==> src/rtl/pipe_ctrl_pkg.sv <==
// rtl/pipe_ctrl_pkg.sv - shared types and control encodings for the pipeline hazard controller
package pipe_ctrl_pkg;

    localparam int CNT_W_DEF = 32;

    typedef enum logic {
        RUN      = 1'b0,
        MEM_WAIT = 1'b1
    } state_t;

    // Per-cycle pipeline register controls, MSB first as packed below.
    typedef struct packed {
        logic pc_en;
        logic if_id_en;
        logic id_ex_en;
        logic ex_mem_en;
        logic mem_wb_en;
        logic if_id_flush;
        logic id_ex_flush;
        logic mem_wb_bubble;
    } hz_ctrl_t;

    // Bubble/hold encodings shared with the pipeline register banks.
    localparam hz_ctrl_t CTRL_RESET    = 8'b00000_111;
    localparam hz_ctrl_t CTRL_FREEZE   = 8'b00001_001;
    localparam hz_ctrl_t CTRL_BRANCH   = 8'b11111_110;
    localparam hz_ctrl_t CTRL_LOAD_USE = 8'b00111_010;
    localparam hz_ctrl_t CTRL_RUN      = 8'b11111_000;

endpackage

==> src/rtl/sat_counter.sv <==
// rtl/sat_counter.sv - saturating up-counter with synchronous clear
module sat_counter #(
    parameter int W = 32
) (
    input  logic         clk_i,
    input  logic         clr_i,
    input  logic         inc_i,
    output logic [W-1:0] cnt_o
);

    logic [W-1:0] cnt_q;
    logic [W-1:0] cnt_d;

    // Clear wins over increment; hold at all-ones instead of wrapping.
    always_comb begin
        cnt_d = cnt_q;
        if (clr_i) begin
            cnt_d = '0;
        end else if (inc_i && (cnt_q != '1)) begin
            cnt_d = cnt_q + W'(1);
        end
    end

    // Counter register.
    always_ff @(posedge clk_i) begin
        cnt_q <= cnt_d;
    end

    assign cnt_o = cnt_q;

endmodule

==> src/rtl/pipeline_hazard_ctrl.sv <==
// rtl/pipeline_hazard_ctrl.sv - stall/flush controller for the five-stage pipeline
module pipeline_hazard_ctrl
    import pipe_ctrl_pkg::*;
#(
    parameter int CNT_W       = CNT_W_DEF,
    parameter int MEM_TIMEOUT = 255
) (
    input  logic             clk,
    input  logic             reset,
    input  logic [4:0]       id_rs1,
    input  logic [4:0]       id_rs2,
    input  logic             id_use_rs1,
    input  logic             id_use_rs2,
    input  logic [4:0]       ex_rd,
    input  logic             ex_memread,
    input  logic             ex_branch_taken,
    input  logic             mem_req,
    input  logic             mem_ready,
    output logic             pc_en,
    output logic             if_id_en,
    output logic             id_ex_en,
    output logic             ex_mem_en,
    output logic             mem_wb_en,
    output logic             if_id_flush,
    output logic             id_ex_flush,
    output logic             mem_wb_bubble,
    output logic [CNT_W-1:0] stall_cnt,
    output logic [CNT_W-1:0] flush_cnt,
    output logic             mem_err
);

    // Timer holds the number of frozen cycles of the current access,
    // so it must be able to represent MEM_TIMEOUT itself.
    localparam int TMR_W = (MEM_TIMEOUT > 1) ? $clog2(MEM_TIMEOUT + 1) : 1;
    localparam logic [TMR_W-1:0] TMR_LIMIT = TMR_W'(MEM_TIMEOUT);

    state_t           state_q, state_d;
    logic [TMR_W-1:0] wait_q, wait_d;
    logic             mem_err_q, mem_err_d;

    logic     load_use;
    logic     timeout_hit;
    logic     mem_done;
    logic     freeze;
    logic     branch_flush;
    hz_ctrl_t ctrl;

    assign load_use = ex_memread && (ex_rd != 5'd0) &&
                      ((id_use_rs1 && (id_rs1 == ex_rd)) ||
                       (id_use_rs2 && (id_rs2 == ex_rd)));

    // The entry cycle is the first frozen cycle, so the timer reads 1 in the
    // first MEM_WAIT cycle; a release is forced after MEM_TIMEOUT frozen cycles.
    assign timeout_hit = (MEM_TIMEOUT != 0) && (state_q == MEM_WAIT) &&
                         (wait_q == TMR_LIMIT);
    assign mem_done    = mem_ready || timeout_hit;
    assign freeze      = (state_q == RUN) ? (mem_req && !mem_ready) : !mem_done;

    // Zero-latency control decode: reset > memory freeze > branch > load-use.
    always_comb begin
        ctrl         = CTRL_RUN;
        branch_flush = 1'b0;
        if (reset) begin
            ctrl = CTRL_RESET;
        end else if (freeze) begin
            ctrl = CTRL_FREEZE;
        end else if (ex_branch_taken) begin
            ctrl         = CTRL_BRANCH;
            branch_flush = 1'b1;
        end else if (load_use) begin
            ctrl = CTRL_LOAD_USE;
        end
    end

    // Next state for the memory-wait sequencer, wait timer and error flag.
    always_comb begin
        state_d   = state_q;
        wait_d    = wait_q;
        mem_err_d = mem_err_q;
        case (state_q)
            RUN: begin
                if (mem_req && !mem_ready) begin
                    state_d = MEM_WAIT;
                    wait_d  = TMR_W'(1);
                end
            end
            MEM_WAIT: begin
                if (mem_done) begin
                    state_d = RUN;
                    wait_d  = '0;
                    if (timeout_hit && !mem_ready) begin
                        mem_err_d = 1'b1;
                    end
                end else begin
                    wait_d = wait_q + TMR_W'(1);
                end
            end
            default: begin
                state_d = RUN;
                wait_d  = '0;
            end
        endcase
    end

    // Sequencer registers; reset abandons any wait in progress.
    always_ff @(posedge clk) begin
        if (reset) begin
            state_q   <= RUN;
            wait_q    <= '0;
            mem_err_q <= 1'b0;
        end else begin
            state_q   <= state_d;
            wait_q    <= wait_d;
            mem_err_q <= mem_err_d;
        end
    end

    sat_counter #(.W(CNT_W)) u_stall_cnt (
        .clk_i (clk),
        .clr_i (reset),
        .inc_i (!ctrl.pc_en),
        .cnt_o (stall_cnt)
    );

    sat_counter #(.W(CNT_W)) u_flush_cnt (
        .clk_i (clk),
        .clr_i (reset),
        .inc_i (branch_flush),
        .cnt_o (flush_cnt)
    );

    assign pc_en         = ctrl.pc_en;
    assign if_id_en      = ctrl.if_id_en;
    assign id_ex_en      = ctrl.id_ex_en;
    assign ex_mem_en     = ctrl.ex_mem_en;
    assign mem_wb_en     = ctrl.mem_wb_en;
    assign if_id_flush   = ctrl.if_id_flush;
    assign id_ex_flush   = ctrl.id_ex_flush;
    assign mem_wb_bubble = ctrl.mem_wb_bubble;
    assign mem_err       = mem_err_q;

endmodule
==> config.mk <==
export PLATFORM = sky130hd
export DESIGN_NAME = pipeline_hazard_ctrl
export DESIGN_NICKNAME = d
export VERILOG_FILES = /design/src/rtl/pipe_ctrl_pkg.sv /design/src/rtl/sat_counter.sv /design/src/rtl/pipeline_hazard_ctrl.sv
export SDC_FILE = /design/constraint.sdc
export NUM_CORES = 1
export LEC_CHECK = 0
export ABC_AREA = 1
export BUFFER_PORTS_ARGS = -buffer_cell sky130_fd_sc_hd__buf_2
export CAP_MARGIN = 25
export CORE_ASPECT_RATIO = 1.4
export CORE_MARGIN = 8
export CORE_UTILIZATION = 45
export DETAILED_ROUTE_END_ITERATION = 8
export PLACE_DENSITY = 0.77
export SLEW_MARGIN = 15
export SYNTH_ARGS = -nofsm -noshare
export SYNTH_HDL_FRONTEND = slang
export SYNTH_SLANG_ARGS = --single-unit
export TNS_END_PERCENT = 100
==> constraint.sdc <==
create_clock -name clk -period 2.7 [get_ports clk]
set_input_delay 0.54 -clock clk [delete_from_list [all_inputs] [get_ports clk]]
set_output_delay 0.54 -clock clk [all_outputs]
set_load 0.01 [all_outputs]
==> run_results.csv, run 1 <==
group,metric,value,unit
run_status,status,"finished, final reports clean",
global_route,busiest_layer,"met2",
sta,timing.fmax,403,MHz
global_route,use_met1,18.9,%
setup_path,worstSetupStartpointType,"flip-flop",
global_route,grt_max_degree,58,
clock_tree,h-tree-depth,3,
clock_tree,cts_buffer_depth,2,
pwr,power,2.68,mW
setup_path,cpPeakStageDelay,390,ps
clock_tree,clkSinkCount,74,
yosys,ys_seq_area_share,31.3,%
global_route,antenna_found_initial,0,
sta,worst_slew_pin_slew,699,ps
place,gp_congestion,0.999,
final_layout,final_nets,884,
sta,setup_viol,0,
pwr,netSwitchingPower,0.614,mW
floorplan,initial_utilization,46.0,%
setup_path,critPathTopFamily,"simple AND/OR/NAND/NOR gates",
yosys,ys_types,36,
drt,via_count,5115,
sta,slew_violations,0,
setup_path,crit_cells,10,
global_route,first_global_vias,4972,
pwr,pwr-share-comb,7.0,%
clock_tree,cts_resized,0,
place,hpwl,10.4,mm
floorplan,coreArea,10300,sq um
setup_path,path_class,"reg -> out",
drt,wirelength,13.7,mm
pwr,power.internal,2.07,mW
yosys,synth_edf_count,0,
yosys,syn_nets,794,
yosys,yosys_register_bits,74,
global_route,globalRouteMet3Util,4.45,%
setup_path,critPathCaptureType,"output pin",
sta,fin_crit_sh,91.9,%
sta,maxSlewHeadroom,53.0,%
pwr,sequentialPowerShare,41.4,%
final_layout,final_cell_mix,"255 x nand2_1, 100 x nor2_1, 95 x buf_2",
pwr,p_leak,2.37,nW
floorplan,rows,44,
clock_tree,tritoncts,"built",
sta,fin_tns_setup,0,ps
final_layout,antenna_cells,0,
final_layout,syn2layout_area_growth,19.2,%
floorplan,die_area,14100,sq um
setup_path,cp_slowest_cell,"dfxtp_1",
job,maxCapViolCount,0,
pwr,switching_share,22.9,%
place,io_buffers,95,
floorplan,pin_count,96,
yosys,ys_warn_count,0,
final_layout,fillers,1082,
drt,routedWlPerCell,13.7,um
pwr,ir_drop,280,uV
clock_tree,cts_hold_buffers,0,
yosys,synth_area,4730,sq um
pwr,cellPowerDensity,475,nW/um^2
global_route,grt_util_met2,36.8,%
sta,rsz0062_at_grt,"no",
drt,vias_per_cell,5.11,
clock_tree,clk_pin_slew,60,ps
clock_tree,insertion_delay,330,ps
drt,drc,0,
floorplan,die_height,137,um
drt,postRouteAntennaNets,0,
sta,hold_violations,0,
floorplan,chipWidth,103,um
min_path,hold_class,"reg -> reg",
setup_path,cp_cell_sequence,"ha_1 -> nand2_1 -> nor2_2 -> nand2_1 -> nand3_2 -> nand2_2 -> nor2_4 -> nand2_2 -> inv_1 -> buf_2",
yosys,synthFlopType,"dfxtp_1",
setup_path,cp_num_buf_inv,2,
global_route,grt_first_pass_wirelength,22.2,mm
setup_path,cp_max_fo,6,
clock_tree,postCtsSetupBuffers,0,
clock_tree,cts_buffers,9,
min_path,hold_depth,2,
global_route,grt_usage,19.8,%
yosys,synthArstFlopShare,0,%
final_layout,drive_gt1_share,15.6,%
global_route,grt.overflow.total,0,
setup_path,crit_required,2160,ps
setup_path,crit_arrival,1940,ps
sta,skew,8.25,ps
drt,drt-pass1-iter-count,5,
setup_path,r2r_cells,12,
clock_tree,root_buffer,"clkbuf_16",
drt,dr.first_iter.drc_count,225,
pwr,p_clk_share,51.7,%
final_layout,layout_commonest_cell,"nand2_1",
sta,period_needed,2480,ps
yosys,avgSynthCellArea,6.16,sq um
yosys,synth_cells,768,
-- cell type report --
cell class	instances	area [sq um]	share of cell area [%]
timing repair buffer	103	536	9.49
inverter	70	263	4.66
clock inverter	6	113	2.00
sequential	74	1480	26.3
multi-input combinational	600	2850	50.5
tap	138	173	3.06
clock buffer	10	229	4.06
-- power groups by stage --
| stage | clock (mW) | sequential, mW | combinational, mW |
|---|---|---|---|
| 2_1_floorplan | 0 | 1.14 | 0.126 |
| 3_3_place_gp | 0 | 1.13 | 0.186 |
| 3_5_place_dp | 0 | 1.13 | 0.188 |
| 4_1_cts | 1.41 | 1.11 | 0.188 |
| 5_1_grt | 1.45 | 1.11 | 0.206 |
| 6_report | 1.39 | 1.11 | 0.187 |
-- sequential cells by signal, summed over array words and instances, names as in the netlist --
signal,count
u_stall_cnt.cnt_o,32
mem_err,1
u_flush_cnt.cnt_o,32
wait_q,8
state_q,1
-- cells by family (layout without fill, tap and decap cells) --
family                     after synthesis  count (layout)  share of synthesized area, %
AOI/OAI and AO/OA                       82              82                          9.25
and+or+nand+nor                        475             475                          42.8
buffers and inverters                   94             189                          8.49
adders and majority gates                3               3                         0.793
DFF                                     74              74                          31.3
xor gates and xnor gates                40              40                          7.40
-- per-stage QoR --
step	hold WS, ps	setup WS (ps)	instance area [sq um]	cells	utilization [%]
after floorplan	463	433	4730	768	-
after CTS	453	182	5640	1001	54.8
after global placement	438	505	5300	985	51.5
final	449	219	5640	1001	54.8
after detailed placement	444	486	5300	985	51.5
after global routing	473	50.2	5640	1001	54.8
-- final timing paths --
check | slack (ps) | endpoint | from
setup / recovery | 220 | if_id_en | wait_q[0]$_SDFFE_PP0P_
hold / removal | 450 | mem_err$_SDFFE_PP0P_ | mem_err$_SDFFE_PP0P_
setup reg to reg | 470 | u_stall_cnt.cnt_o[13]$_SDFFE_PP0P_ | wait_q[0]$_SDFFE_PP0P_
hold reg to reg | 450 | mem_err$_SDFFE_PP0P_ | mem_err$_SDFFE_PP0P_
-- worst reg2reg max path, delay by kind of cell (launching register included) --
kind | cells | cell delay [ps]
compound gates | 1 | 140
fa+ha+maj | 1 | 180
buf+inv | 1 | 230
flops | 1 | 390
simple gates | 9 | 1230
-- routing by layer --
layer | wire length, um | part of all wire (%) | vias to the layer above
li1 | - | - | 2629
met4 | 635 | 4.6 | 0
met3 | 680 | 5.0 | 44
met5 | 0 | 0 | -
met1 | 5290 | 39 | 2309
met2 | 7090 | 52 | 133
-- cell usage after synthesis (2+ instances only) --
| master | instances | area share, % |
|---|---|---|
| buf_1 | 2 | 0.16 |
| o21ai_0 | 6 | 0.63 |
| nand3_1 | 67 | 7.1 |
| xnor2_1 | 11 | 2.0 |
| nor4_1 | 2 | 0.26 |
| nor2_1 | 100 | 7.9 |
| nand2_2 | 3 | 0.40 |
| buf_4 | 3 | 0.48 |
| o221a_2 | 2 | 0.48 |
| xor2_1 | 29 | 5.4 |
| ha_1 | 3 | 0.79 |
| inv_1 | 68 | 5.4 |
| nand3b_1 | 4 | 0.63 |
| a21oi_1 | 69 | 7.3 |
| nor3_1 | 25 | 2.6 |
| a22oi_1 | 2 | 0.32 |
| clkbuf_1 | 9 | 0.71 |
| nand2_1 | 255 | 20 |
| nand4_1 | 8 | 1.1 |
| dfxtp_1 | 74 | 31 |
| buf_6 | 4 | 0.95 |
| buf_2 | 6 | 0.63 |
| nor2_2 | 3 | 0.40 |
Note: power is estimated with default switching activity, not from simulation.
==> run 2, diff against run 1 <==
- CTS_BUF_LIST: default -> sky130_fd_sc_hd__clkbuf_4
==> run 2 against run 1 <==
- setup slack worse by 26 ps
- wire length shrank 0.82%
- fmax decreased by 1.0%
- sequential cell count is the same
- sequential power about the same
- sequential share of layout area grew 0.70 points
- largest power group is now registers
- critical endpoint is now id_ex_flush
- combinational power about the same
- final cell count rose by 0.20%
- die area unchanged
- utilization is 1.4 points lower
==> run_results.csv, run 2 (synthesized netlist as in run 1, its figures left out) <==
group,metric,value,unit
run_status,status,"finished, final reports clean",
drt,vias_per_cell,5.10,
global_route,grt_usage,19.5,%
setup_path,r2r_setup_slack,400,ps
final_layout,syn2layout_area_growth,16.2,%
sta,worst_slew_pin_slew,770,ps
setup_path,cp_max_fo,4,
drt,dr.first_iter.drc_count,225,
sta,fin_crit_sh,92.9,%
final_layout,final_nets,885,
floorplan,die_area,14100,sq um
place,io_buffers,95,
drt,postRouteAntennaNets,0,
final_layout,layout_commonest_cell,"nand2_1",
global_route,antenna_found_initial,1,
global_route,grt_first_pass_wirelength,22.0,mm
setup_path,crit_required,2160,ps
floorplan,rows,44,
final_layout,final_cell_mix,"255 x nand2_1, 100 x nor2_1, 95 x buf_2",
floorplan,initial_utilization,46.0,%
clock_tree,insertion_delay,430,ps
sta,timing.fmax,399,MHz
place,hpwl,10.4,mm
sta,period_needed,2510,ps
drt,via_count,5120,
final_layout,drive_gt1_share,16.0,%
clock_tree,cts_buffer_depth,2,
job,maxCapViolCount,0,
drt,drt-pass1-iter-count,4,
setup_path,critPathCaptureType,"output pin",
min_path,hold_class,"in -> reg",
sta,slew_violations,0,
final_layout,fillers,1103,
sta,rsz0062_at_grt,"no",
global_route,first_global_vias,4961,
clock_tree,root_buffer,"clkbuf_4",
floorplan,pin_count,96,
drt,routedWlPerCell,13.5,um
drt,drc,0,
pwr,cellPowerDensity,399,nW/um^2
place,gp_congestion,0.999,
floorplan,coreArea,10300,sq um
floorplan,chipWidth,103,um
drt,wirelength,13.6,mm
clock_tree,clkSinkCount,74,
pwr,power,2.19,mW
clock_tree,h-tree-depth,3,
floorplan,die_height,137,um
sta,fin_tns_setup,0,ps
global_route,grt_max_degree,58,
sta,fin_ws,193,ps
setup_path,path_class,"reg -> out",
place,pre_cts_ws,486,ps
global_route,grt.overflow.total,0,
sta,setup_viol,0,
sta,hold_violations,0,
pwr,p_leak,2.31,nW
clock_tree,clk_pin_slew,130,ps
sta,skew,20.1,ps
sta,maxSlewHeadroom,48.2,%
clock_tree,tritoncts,"built",
setup_path,worstSetupStartpointType,"flip-flop",
pwr,ir_drop,229,uV
clock_tree,cts_buffers,9,
sta,whs,432,ps
setup_path,crit_arrival,1970,ps
run 2: path summary, 6_finish.rpt:
check / cells past startpoint / startpoint / to
max: 9 / wait_q[0]$_SDFFE_PP0P_ / id_ex_flush
min: 4 / mem_ready / mem_err$_SDFFE_PP0P_
max reg2reg: 6 / u_stall_cnt.cnt_o[28]$_SDFFE_PP0P_ / u_stall_cnt.cnt_o[13]$_SDFFE_PP0P_
min reg2reg: 2 / mem_err$_SDFFE_PP0P_ / mem_err$_SDFFE_PP0P_
run 2: critical path, cell delays in order (launching register included):
cell and delay [ps]:
dfxtp_2 390, ha_1 160, nand2_1 100, nor2_2 130
nand2_1 100, nand3_2 100, nand2_2 80, o21ai_0 220
a31o_2 140, buf_2 120
run 2: area by class of cell:
type | count | area [sq um] | area share [%]
inverter | 70 | 263 | 4.78
timing repair buffer | 104 | 543 | 9.87
sequential | 74 | 1480 | 27.0
clock inverter | 6 | 113 | 2.05
multi-input combinational | 600 | 2850 | 51.8
tap | 138 | 173 | 3.14
clock buffer | 10 | 75.1 | 1.36
antenna | 1 | 2.50 | 0.0455
run 2: where the power goes:
part | leakage [nW] | internal, mW | switching [mW]
registers | 0.597 | 1.10 | 0.00923
logic | 1.61 | 0.0618 | 0.127
clock network | 0.101 | 0.484 | 0.411
total | 2.31 | 1.65 | 0.547
run 2: through the flow:
| step | utilization, % | area, sq um | cells |
|---|---|---|---|
| finish | 53.4 | 5500 | 1003 |
| global route | 53.4 | 5500 | 1003 |
| CTS | 53.3 | 5490 | 1001 |
| detailed placement | 51.5 | 5300 | 985 |
| global placement | 51.5 | 5300 | 985 |
| floorplan | - | 4730 | 768 |
run 2: what timing repair did:
action,in CTS,in global routing
resized for setup,0,1
setup endpoints to repair,0,3
hold endpoints to repair,0,0
hold buffers,0,0
buffers inserted,0,1
run 2: routing by layer:
layer  wire [um]  up-vias  GRT usage (%)
met3         766       46           4.35
li1            -     2640              -
met4         671        0           12.0
met1        5180     2293           18.9
met2        6960      141           36.4
met5           0        -              0
==> run 3, diff against run 2 <==
- MAX_ROUTING_LAYER: default -> met4
- SLEW_MARGIN: 15 -> 20
==> run 3 against run 2 <==
- final area shrank 1.5%
- largest power group unchanged
- worst hold slack lost 3.0 ps
- first-iteration DRC count shrank 9.8%
- total power shrank 13%
==> run_results.csv, run 3 (synthesized netlist as in run 1, its figures left out) <==
group,metric,value,unit
run_status,status,"finished, final reports clean",
setup_path,critPathCaptureType,"output pin",
clock_tree,clk_pin_slew,120,ps
setup_path,worstSetupStartpointType,"flip-flop",
sta,timing.fmax,399,MHz
clock_tree,postCtsSetupBuffers,0,
min_path,min_from,"mem_ready",
final_layout,layout_commonest_cell,"nand2_1",
drt,drc,0,
sta,setup_viol,0,
clock_tree,clkSinkCount,74,
pwr,ir_drop,276,uV
clock_tree,cts_buffer_depth,2,
pwr,sequentialPowerShare,58.3,%
final_layout,final_nets,885,
setup_path,cp_num_buf_inv,2,
clock_tree,tritoncts,"built",
pwr,switching_share,28.8,%
floorplan,pin_count,96,
clock_tree,cts_resized,0,
pwr,p_leak,2.26,nW
place,pre_cts_ws,501,ps
drt,vias_per_cell,5.07,
sta,period_needed,2510,ps
pwr,pwr-share-comb,9.9,%
floorplan,coreArea,10300,sq um
setup_path,cp_slowest_cell,"dfxtp_1",
global_route,first_global_vias,4907,
setup_path,cp_max_fo,5,
global_route,antenna_found_initial,1,
pwr,netSwitchingPower,0.547,mW
final_layout,drive_gt1_share,15.5,%
sta,maxSlewHeadroom,47.7,%
setup_path,endpoint,"if_id_en",
drt,drt-pass1-iter-count,5,
setup_path,cp_cell_sequence,"ha_1 -> nand2_1 -> nor2_2 -> nand2_1 -> nand3_2 -> nand2_2 -> nor2_4 -> nand2_2 -> inv_1 -> buf_2",
floorplan,rows,44,
floorplan,initial_utilization,46.0,%
pwr,cellPowerDensity,351,nW/um^2
drt,dr.first_iter.drc_count,203,
drt,routedWlPerCell,13.6,um
setup_path,r2r_setup_slack,380,ps
final_layout,fillers,1098,
floorplan,die_height,137,um
sta,skew,15.0,ps
setup_path,cpPeakStageDelay,410,ps
sta,fin_tns_setup,0,ps
floorplan,chipWidth,103,um
global_route,grt.overflow.total,0,
drt,postRouteAntennaNets,0,
pwr,p_clk_share,31.9,%
sta,fin_crit_sh,92.8,%
sta,hold_violations,0,
min_path,hold_class,"in -> reg",
setup_path,r2r_cells,6,
drt,via_count,5090,
sta,slew_violations,0,
clock_tree,insertion_delay,440,ps
setup_path,r2r_start,"u_stall_cnt.cnt_o[28]$_SDFFE_PP0P_",
setup_path,r2r_end,"u_stall_cnt.cnt_o[24]$_SDFFE_PP0P_",
setup_path,crit_required,2160,ps
drt,wirelength,13.6,mm
setup_path,critPathTopFamily,"simple AND/OR/NAND/NOR gates",
setup_path,startpoint,"wait_q[0]$_SDFFE_PP0P_",
place,hpwl,10.5,mm
sta,fin_ws,195,ps
sta,worst_slew_pin_slew,777,ps
global_route,grt_max_degree,58,
place,io_buffers,95,
clock_tree,root_buffer,"clkbuf_4",
clock_tree,cts_buffers,9,
pwr,power.internal,1.35,mW
place,gp_congestion,1.02,
job,maxCapViolCount,0,
setup_path,crit_cells,10,
clock_tree,h-tree-depth,3,
final_layout,syn2layout_area_growth,14.5,%
setup_path,path_class,"reg -> out",
final_layout,final_cell_mix,"255 x nand2_1, 100 x nor2_1, 95 x buf_2",
global_route,grt_first_pass_wirelength,22.4,mm
global_route,grt_usage,20.5,%
clock_tree,cts_hold_buffers,0,
floorplan,die_area,14100,sq um
sta,rsz0062_at_grt,"no",
setup_path,crit_arrival,1970,ps
## run 3: changes by cell type in the layout (fill, tap and decap cells not counted)
cell	previous run	this run
dfxtp_1	73	74
clkinvlp_4	0	1
bufinv_16	3	0
dfxtp_2	1	0
o21ai_1	0	1
inv_6	2	1
clkinv_1	1	4
o21ai_0	6	5
## run 3: final cells by class
cell class	instances	area (sq um)	share of cell area (%)
multi-input cells	600	2850	52.6
flip-flops and latches	74	1480	27.3
repair buffers	104	543	10.0
inverters	70	263	4.85
well taps	138	173	3.19
clock buffers	10	75.1	1.39
clock inverters	6	32.5	0.600
diodes	1	2.50	0.0462
## run 3: worst min path at each step
stage,endpoint,cells past startpoint,slack [ps]
global route,mem_err$_SDFFE_PP0P_,4,410
CTS,mem_err$_SDFFE_PP0P_,4,400
detailed placement,mem_err$_SDFFE_PP0P_,2,440
floorplan,wait_q[1]$_SDFFE_PP0P_,2,460
global placement,mem_err$_SDFFE_PP0P_,2,440
finish,mem_err$_SDFFE_PP0P_,4,430
## run 3: per-layer routing
layer / vias up / global-route usage (%) / routed length, um
li1: 2634 / - / -
met1: 2248 / 20.2 / 5120
met2: 151 / 36.2 / 6960
met3: 57 / 4.05 / 816
met4: 0 / 12.7 / 724
met5: - / - / 0
## run 3: stage by stage
step / hold WS (ps) / cell area, sq um / util [%] / power, mW / instances
2_1_floorplan: 463 / 4730 / - / 1.26 / 768
3_3_place_gp: 438 / 5310 / 51.6 / 1.32 / 986
3_5_place_dp: 442 / 5310 / 51.6 / 1.32 / 986
4_1_cts: 401 / 5420 / 52.6 / 1.92 / 1002
5_1_grt: 407 / 5420 / 52.6 / 1.98 / 1003
6_report: 430 / 5420 / 52.6 / 1.90 / 1003
## run 3: power by group through the flow
| stage | clock, mW | sequential, mW | combinational [mW] |
|---|---|---|---|
| after detailed placement | 0 | 1.13 | 0.190 |
| final | 0.606 | 1.11 | 0.188 |
| after CTS | 0.621 | 1.11 | 0.190 |
| after global placement | 0 | 1.13 | 0.188 |
| after floorplan | 0 | 1.14 | 0.126 |
| after global routing | 0.664 | 1.11 | 0.208 |
## run 3: worst register-to-register path: stages (launching register included)
cell     delay, ps
dfxtp_1        420
inv_1           80
nor4_1         680
nand4_4        420
nand2_4        420
nand2_1        100
a21oi_1        140
